## src/rtl/ej32_pkg.sv

```systemverilog
`default_nettype none
// ============================================================================
//  Module      : ej32_pkg
//  Description : Shared types and constants for the eJ32 SPRAM bus arbiter.
//  Revision    : 1.0
// ============================================================================
`ifndef EJ32_ASZ
`define EJ32_ASZ 17
`endif

package ej32_pkg;

  localparam int ASZ_DEF  = `EJ32_ASZ;
  localparam int NREQ_DEF = 4;

  typedef enum logic [1:0] {
    RQ_BOOT = 2'd0,
    RQ_LS   = 2'd1,
    RQ_IF   = 2'd2,
    RQ_DMA  = 2'd3
  } rq_e;

  typedef enum logic {
    ST_IDLE  = 1'b0,
    ST_BURST = 1'b1
  } arb_st_e;

endpackage
`default_nettype wire

```

## src/rtl/ej32_mbus_arb_if.sv

```systemverilog
`default_nettype none
// ============================================================================
//  Module      : ej32_mbus_arb_if
//  Description : Requester and SPRAM signals of the eJ32 memory bus arbiter.
//  Revision    : 1.0
// ============================================================================
interface ej32_mbus_arb_if #(
  parameter int ASZ  = ej32_pkg::ASZ_DEF,
  parameter int NREQ = ej32_pkg::NREQ_DEF
);
  logic [NREQ-1:0]          req;
  logic [NREQ-1:0]          we;
  logic [NREQ-1:0][ASZ-1:0] addr;
  logic [NREQ-1:0][1:0]     len;
  logic [NREQ-1:0][7:0]     wdata;
  logic [NREQ-1:0]          ack;
  logic [NREQ-1:0]          done;
  logic [NREQ-1:0]          rvalid;
  logic [7:0]               rdata;
  logic [ASZ-1:0]           mem_a;
  logic                     mem_we;
  logic [7:0]               mem_vi;
  logic [7:0]               mem_vo;
  logic                     busy;

  modport slave (
    input  req, we, addr, len, wdata, mem_vo,
    output ack, done, rvalid, rdata, mem_a, mem_we, mem_vi, busy
  );

  modport master (
    output req, we, addr, len, wdata, mem_vo,
    input  ack, done, rvalid, rdata, mem_a, mem_we, mem_vi, busy
  );
endinterface
`default_nettype wire

```

## src/rtl/ej32_rr_pick.sv

```systemverilog
`default_nettype none
// ============================================================================
//  Module      : ej32_rr_pick
//  Description : Combinational round-robin pick among LS, IF and DMA.
//  Revision    : 1.0
// ============================================================================
module ej32_rr_pick
  import ej32_pkg::*;
(
  input  logic [3:1] i_req,
  input  rq_e        i_last,
  output rq_e        o_win,
  output logic       o_valid
);

  // Search begins at the requester after the previous winner.
  always_comb begin
    o_win   = RQ_LS;
    o_valid = |i_req;
    case (i_last)
      RQ_LS: begin
        if (i_req[2])      o_win = RQ_IF;
        else if (i_req[3]) o_win = RQ_DMA;
        else               o_win = RQ_LS;
      end
      RQ_IF: begin
        if (i_req[3])      o_win = RQ_DMA;
        else if (i_req[1]) o_win = RQ_LS;
        else               o_win = RQ_IF;
      end
      default: begin
        if (i_req[1])      o_win = RQ_LS;
        else if (i_req[2]) o_win = RQ_IF;
        else               o_win = RQ_DMA;
      end
    endcase
  end

endmodule
`default_nettype wire

```

## src/rtl/ej32_mbus_arb.sv

```systemverilog
`default_nettype none
// ============================================================================
//  Module      : ej32_mbus_arb
//  Description : Four-requester SPRAM arbiter issuing 1-4 beat byte bursts.
//  Revision    : 1.0
// ============================================================================
module ej32_mbus_arb
  import ej32_pkg::*;
#(
  parameter int ASZ  = ASZ_DEF,
  parameter int NREQ = NREQ_DEF
) (
  input  logic            clk,
  input  logic            rst,
  ej32_mbus_arb_if.slave  bus
);

  arb_st_e         r_state, w_state_nx;
  rq_e             r_owner, w_owner_nx;
  rq_e             r_last,  w_last_nx;
  logic [1:0]      r_cnt,   w_cnt_nx;
  logic [1:0]      r_off,   w_off_nx;
  logic            r_rd_pend;
  rq_e             r_rd_own;

  rq_e             w_rr_win;
  logic            w_rr_valid;
  logic [NREQ-1:0] w_ack;
  logic [NREQ-1:0] w_done;
  logic [ASZ-1:0]  w_mem_a;
  logic            w_mem_we;
  logic [7:0]      w_mem_vi;

  ej32_rr_pick u_rr_pick (
    .i_req   (bus.req[3:1]),
    .i_last  (r_last),
    .o_win   (w_rr_win),
    .o_valid (w_rr_valid)
  );

  always_ff @(posedge clk or negedge rst) begin
    if (!rst) begin
      r_state <= ST_IDLE;
      r_owner <= RQ_BOOT;
      r_last  <= RQ_DMA;
      r_cnt   <= 2'd0;
      r_off   <= 2'd0;
    end else begin
      r_state <= w_state_nx;
      r_owner <= w_owner_nx;
      r_last  <= w_last_nx;
      r_cnt   <= w_cnt_nx;
      r_off   <= w_off_nx;
    end
  end

  always_comb begin
    w_state_nx = r_state;
    w_owner_nx = r_owner;
    w_last_nx  = r_last;
    w_cnt_nx   = r_cnt;
    w_off_nx   = r_off;
    w_ack      = '0;
    w_done     = '0;
    w_mem_a    = '0;
    w_mem_we   = 1'b0;
    w_mem_vi   = 8'd0;
    case (r_state)
      ST_IDLE: begin
        // BOOT preempts the rotation and does not disturb its position.
        if (bus.req[0]) begin
          w_owner_nx = RQ_BOOT;
          w_cnt_nx   = bus.len[RQ_BOOT];
          w_off_nx   = 2'd0;
          w_state_nx = ST_BURST;
        end else if (w_rr_valid) begin
          w_owner_nx = w_rr_win;
          w_last_nx  = w_rr_win;
          w_cnt_nx   = bus.len[w_rr_win];
          w_off_nx   = 2'd0;
          w_state_nx = ST_BURST;
        end
      end
      default: begin
        w_ack[r_owner] = 1'b1;
        w_mem_a        = bus.addr[r_owner] + ASZ'(r_off);
        w_mem_we       = bus.we[r_owner];
        w_mem_vi       = bus.wdata[r_owner];
        w_off_nx       = r_off + 2'd1;
        w_cnt_nx       = r_cnt - 2'd1;
        if (r_cnt == 2'd0) begin
          w_done[r_owner] = 1'b1;
          w_state_nx      = ST_IDLE;
        end
      end
    endcase
  end

  // Read-return tracking runs regardless of state so the final byte lands in IDLE.
  always_ff @(posedge clk or negedge rst) begin
    if (!rst) begin
      r_rd_pend <= 1'b0;
      r_rd_own  <= RQ_BOOT;
    end else begin
      r_rd_pend <= (r_state == ST_BURST) && !bus.we[r_owner];
      r_rd_own  <= r_owner;
    end
  end

  assign bus.ack    = w_ack;
  assign bus.done   = w_done;
  assign bus.mem_a  = w_mem_a;
  assign bus.mem_we = w_mem_we;
  assign bus.mem_vi = w_mem_vi;
  assign bus.rdata  = bus.mem_vo;
  assign bus.busy   = (r_state == ST_BURST);
  assign bus.rvalid = r_rd_pend ? (NREQ'(1) << r_rd_own) : '0;

endmodule
`default_nettype wire

```

## src/flat_wrapper.sv

```systemverilog
// flat-port wrapper written by rule: the top's interface ports become plain ports
module ej32_mbus_arb_flat import ej32_pkg::*;
#(
  parameter int ASZ  = ASZ_DEF,
  parameter int NREQ = NREQ_DEF
)
  (clk, rst, bus_req, bus_we, bus_addr, bus_len, bus_wdata, bus_mem_vo, bus_ack, bus_done, bus_rvalid, bus_rdata, bus_mem_a, bus_mem_we, bus_mem_vi, bus_busy);
  ej32_mbus_arb_if #(.ASZ(ASZ), .NREQ(NREQ)) bus_i ();
  input  logic clk;
  input  logic rst;
  input wire logic [$bits(bus_i.req)-1:0] bus_req;
  input wire logic [$bits(bus_i.we)-1:0] bus_we;
  input wire logic [$bits(bus_i.addr)-1:0] bus_addr;
  input wire logic [$bits(bus_i.len)-1:0] bus_len;
  input wire logic [$bits(bus_i.wdata)-1:0] bus_wdata;
  input wire logic [$bits(bus_i.mem_vo)-1:0] bus_mem_vo;
  output wire logic [$bits(bus_i.ack)-1:0] bus_ack;
  output wire logic [$bits(bus_i.done)-1:0] bus_done;
  output wire logic [$bits(bus_i.rvalid)-1:0] bus_rvalid;
  output wire logic [$bits(bus_i.rdata)-1:0] bus_rdata;
  output wire logic [$bits(bus_i.mem_a)-1:0] bus_mem_a;
  output wire logic [$bits(bus_i.mem_we)-1:0] bus_mem_we;
  output wire logic [$bits(bus_i.mem_vi)-1:0] bus_mem_vi;
  output wire logic [$bits(bus_i.busy)-1:0] bus_busy;
  assign bus_i.req = bus_req;
  assign bus_i.we = bus_we;
  assign bus_i.addr = bus_addr;
  assign bus_i.len = bus_len;
  assign bus_i.wdata = bus_wdata;
  assign bus_i.mem_vo = bus_mem_vo;
  assign bus_ack = bus_i.ack;
  assign bus_done = bus_i.done;
  assign bus_rvalid = bus_i.rvalid;
  assign bus_rdata = bus_i.rdata;
  assign bus_mem_a = bus_i.mem_a;
  assign bus_mem_we = bus_i.mem_we;
  assign bus_mem_vi = bus_i.mem_vi;
  assign bus_busy = bus_i.busy;
  ej32_mbus_arb #(.ASZ(ASZ), .NREQ(NREQ)) u_core (.clk(clk), .rst(rst), .bus(bus_i));
endmodule
```

## config.mk

```make
export PLATFORM = sky130hd
export DESIGN_NAME = ej32_mbus_arb_flat
export DESIGN_NICKNAME = d
export VERILOG_FILES = /design/src/rtl/ej32_pkg.sv /design/src/rtl/ej32_mbus_arb_if.sv /design/src/rtl/ej32_rr_pick.sv /design/src/rtl/ej32_mbus_arb.sv /design/src/flat_wrapper.sv
export SDC_FILE = /design/constraint.sdc
export NUM_CORES = 1
export LEC_CHECK = 0
export BUFFER_PORTS_ARGS = -buffer_cell sky130_fd_sc_hd__buf_4
export CORE_MARGIN = 2
export CORE_UTILIZATION = 42
export CTS_CLUSTER_SIZE = 28
export DETAILED_ROUTE_END_ITERATION = 10
export HOLD_SLACK_MARGIN = 0.02
export PLACE_DENSITY = 0.88
export SYNTH_ARGS = -nofsm -noshare
export SYNTH_HDL_FRONTEND = slang
export SYNTH_SLANG_ARGS = --single-unit
```

## constraint.sdc

```tcl
create_clock -name clk -period 5.85 [get_ports clk]
set_input_delay 0.2925 -clock clk [delete_from_list [all_inputs] [get_ports clk]]
set_output_delay 0.2925 -clock clk [all_outputs]
set_load 0.05 [all_outputs]
```

Word level (Yosys, flattened, before mapping):

Index checks and enable logic that the tools add are counted.

* output and inout bits: 47
* memory bits (writable): 0
* memory bits (read-only): 0
* flip-flop bits (word level): 12
* memories kept: 0
* bits in latches: 0

* divide/modulo/power cells: 0
* $add $sub $neg: 3
* order comparisons: 3
* eq/ne operators: 2
* multipliers: 0
* bitwise gates (word level): 2
* mux-type cells: 36
* reductions and logical operators: 9
* shifts and indexed selects: 1

Operators by type and width (number)
* $bmux W17 S2: 1
* $mux W17: 2
* $mux W2: 14
* $add A17 B2 Y17: 1
* $bmux W8 S2: 1
* $mux W4: 4
* $mux W8: 2
* $mux W1: 8
* $lt A2 B3 Y1 const B: 2
* $bmux W2 S2: 1
* $pmux W2 S2: 1
* $shl A1 B2 Y4 const A: 1
* $reduce_and A3 Y1: 1
* $reduce_bool A3 Y1: 1
* $reduce_or A3 Y1: 1
* $add A2 B1 Y2 const B: 1
* $bmux W1 S2: 1
* $demux W1 S2: 1
* $eq A2 B1 Y1 const B: 1
* $eq A2 B2 Y1 const B: 1
* $ge A2 B1 Y1 const B: 1
* $logic_and A1 B1 Y1: 2
* $logic_not A2 Y1: 1
* $not A1 Y1: 2
* other kinds (4): 4

Depth between registers and ports, before layout:

* depth after elaboration: 8
* mapped depth: 11
* gate-level depth less buffers: 7

Hierarchy:

A second synthesis with hierarchy kept.

* cell total of the unflattened synthesis: 208
* area, all modules: 1985.7 um^2

Modules (own cells, without submodules)
* ej32_mbus_arb: seq. area each 302.8 um^2, area an instance 1895.6 um^2, cells an instance 195, times used 1
* ej32_rr_pick: seq. area each 0.0 um^2, area an instance 90.1 um^2, cells an instance 13, times used 1

Worst setup path after synthesis:

No wires, ideal clock.

* path type: reg-to-output
* start: register u_core.r_owner[0]
* end: output bus_mem_a[7]
* buffers on the path: 4
* data required time: 5.558 ns
* stages on the path, launching flop included: 11
* setup slack: 2.363 ns
* data arrival time: 3.195 ns
* cells stage by stage: dfrtp_1 > buf_6 > buf_12 > buf_6 > buf_2 > mux4_2 > ha_1 > a21o_1 > nand2_1 > or3_1 > a21oi_1

* cells in the longest elaborated chain, start to end: 4

Ends and longest elaborated chain
* start, declared: RTL line ej32_mbus_arb.sv:19 `rq_e r_owner, w_owner_nx;`
* start signal, assigned: RTL line ej32_mbus_arb.sv:50 `r_owner <= w_owner_nx;`
* $bmux W17 S2: RTL line ej32_mbus_arb.sv:86 `w_mem_a = bus.addr[r_owner] + ASZ'(r_off);`
* $mux W17 (not written as such): RTL line ej32_mbus_arb.sv:86
* $add A17 B2 Y17: RTL line ej32_mbus_arb.sv:86
* $mux W17: RTL line ej32_mbus_arb.sv:68 `case (r_state)`
* end, declared: RTL line flat_wrapper.sv:21 `output wire logic [$bits(bus_i.mem_a)-1:0] bus_mem_a;`

No other way between the ends. The select of a mux whose other input is x is not followed.

Worst setup path after layout:

* start: register u_core.r_owner[0]
* end: output bus_mem_a[12]

The elaborated chain is that of the path after synthesis.

==> qor.yml <==
status: "finished clean"
grt-ovfl-total: 0
dieArea_mm2: 0.005294
clockBufferDepth: 2
drive_above_1_share_pct: 53.95
final.period_utilization_pct: 60.96
avgRoutedWirePerCell_um: 15.77
final_area_mm2: 0.003153
start_kind: "flip-flop"
grt_pass1_vias: 2151
power_density_mw_per_mm2: 503.4
drt-initial-drc-count: 190
max_cap_viol_count: 0
syn_nets: 344
grt_pass1_wl_um: 9687
num_antenna_cells: 0
place_area_mm2: 0.003088
syn_to_final_growth_pct: 58.79
ant_nets: 0
hold_viol: 0
fin_tns_setup_ns: 0
synth_ff_type: "dfrtp_1"
yosysWarnings: 0
clock_latency_ns: 0.24
via_per_inst: 5.510
drc: 0
cts_buffers: 3
antenna_found_initial: 0
worst_pin_slew_ns: 0.9199
synth_edf_count: 0
die_h_um: 72.76
startpoint: "u_core.r_owner[0]"
core-area_mm2: 0.004629
final_common_cell: "buf_4"
hp-start: "bus_len[0]"
grt_start_max_net_pins: 34
async_flop_share_pct: 100.0
netlist.area_leader.share_pct: 23.82
port_buffers: 156
place_congestion: 0.8778
end_kind: "output pin"
rsz0062_at_grt: "no"
seq_area_um2: 304.0
synth.largest_area_cell: "mux4_2"
syn_area_mm2: 0.001986
synth_area_leaders: "mux4_2 (24%), dfrtp_1 (13%), mux4_1 (6.6%), nor2_1 (4.7%), xnor2_1 (4.4%)"
vias: 2248
clock.fmax_ghz: 0.2804
layout_common_cells: "buf_4 (157), nor2_1 (25), mux4_2 (21), nand2_1 (18), nor3_1 (15)"
synth-seq-cells: 12
cts_root_buffer: "clkbuf_8"
firstDrtPassIters: 4
synth_cells: 212
multi_input_area_mm2: 0.001489
synth_cell_types: 41
reg2reg_from: "u_core.r_last[0]"
worstPathArrival_ns: 3.27
period_minus_slack_ns: 3.566
finalSetupViolCount: 0
crit_type: "flip-flop to output pin"
cp_max_fo: 33
fin_skew_ns: 0.0005043
cts_num_sinks: 12
seq_area_frac_synth_pct: 15.25
h-tree-depth: 1
nets: 487
cts_tree: "yes"
io_pins: 173
row_count: 25
grt_usage_pct: 23.24
die_w_um: 72.76
initial_core_util_pct: 42.89
ir_drop_mv: 0.2374
nFillCells: 389
required_ns: 5.56
final_max_slew_viol_count: 0
hold-worst-slack_ns: 0.3887
dp_hpwl_um: 5324
routed_wl_um: 6436
path_clk_slew_ns: 0.05
max_slew_margin_pct: 38.68
cts_setup_buffers: 0
syn_area_per_cell_um2: 9.366
hold_path.class: "input pin to flip-flop"
p_leak_nw: 1.450
logic make-up after synthesis:
logic type / share of synthesized area, %
compound gates: 10.78
xor+xnor: 5.734
fa+ha+maj: 4.159
buf+inv: 9.767
flops: 15.25
mux: 31.95
simple gates: 22.37
metrics by stage:
| step | utilization [%] | cells | total power [mW] | setup WS (ns) |
|---|---|---|---|---|
| after floorplan | - | 212 | 1.176 | 2.363 |
| after global placement | 66.70 | 403 | 1.479 | 2.578 |
| after detailed placement | 66.70 | 403 | 1.503 | 2.489 |
| after CTS | 68.11 | 408 | 1.597 | 2.225 |
| after global routing | 68.11 | 408 | 1.688 | 2.051 |
| final | 68.11 | 408 | 1.587 | 2.284 |
Yosys cell counts (2+ instances only):
library cell  number
nor4_2             3
a31o_2             2
xor2_1             3
o21ai_0           11
dfstp_2            2
or3_1              2
nor2_1            25
xnor2_1           10
mux4_1             5
a21oi_1            8
o211ai_1           2
nand4_1            2
nand3_1            4
mux2i_1            3
nor3b_1            2
nor3_1            15
ha_1               5
buf_6              2
inv_1             13
buf_2              4
clkbuf_1           4
and2_1            11
a21o_1             2
dfrtp_1           10
mux4_2            21
buf_4              9
nand2_1           18
worst max-delay path: stages, from the launching register on:
cell,delay [ns]
dfrtp_2,0.97
mux4_2,0.61
ha_1,0.23
fa_1,0.47
nand2_1,0.20
nor4_2,0.07
xnor2_1,0.14
nor2_1,0.12
buf_4,0.23
metal layers:
metal  up-vias  part of all wire (%)  GRT usage [%]
li1       1067                     -              -
met1      1051                    37          28.55
met2       120                    53          41.92
met3        10                   8.9          4.558
met4         0                   1.4          5.350
met5         -                     0              0
area by class of cell:
cell class / count / area share (%)
Tap cell: 54 / 2.143
Timing Repair Buffer: 158 / 37.70
Multi-Input combinational cell: 167 / 47.22
Sequential cell: 12 / 9.643
Clock buffer: 4 / 1.746
Inverter: 13 / 1.548
path summary, 6_finish.rpt:
path / to / slack (ns) / depth (start not counted)
setup / recovery: bus_mem_a[12] / 2.28 / 8
hold / removal: u_core.r_cnt[0] / 0.39 / 3
setup reg to reg: u_core.r_cnt[1] / 3.55 / 6
hold reg to reg: u_core.r_last[1] / 0.52 / 2
max in group asynchronous: u_core.r_last[0] / 5.18 / 2
min in group asynchronous: u_core.r_off[1] / 0.44 / 2
flip-flops by register name, summed over array words and instances, names as in the netlist:
register / flops
u_core.r_rd_pend: 1
u_core.r_owner: 2
u_core.r_cnt: 2
u_core.r_last: 2
u_core.bus.busy: 1
u_core.r_off: 2
u_core.r_rd_own: 2
report_power, final:
group          internal [mW]  switching [mW]  leakage, nW  total, mW
Clock                 0.0594          0.0293       0.0288     0.0887
Combinational          0.484           0.804         1.28       1.29
Sequential             0.126          0.0851        0.142      0.211
timing repair:
action                                 in CTS  in global routing
endpoints found under the hold margin      10                  0
gates resized for setup                     0                  0
hold buffers                                1                  0
No activity file was read; power rests on OpenSTA's default activity.
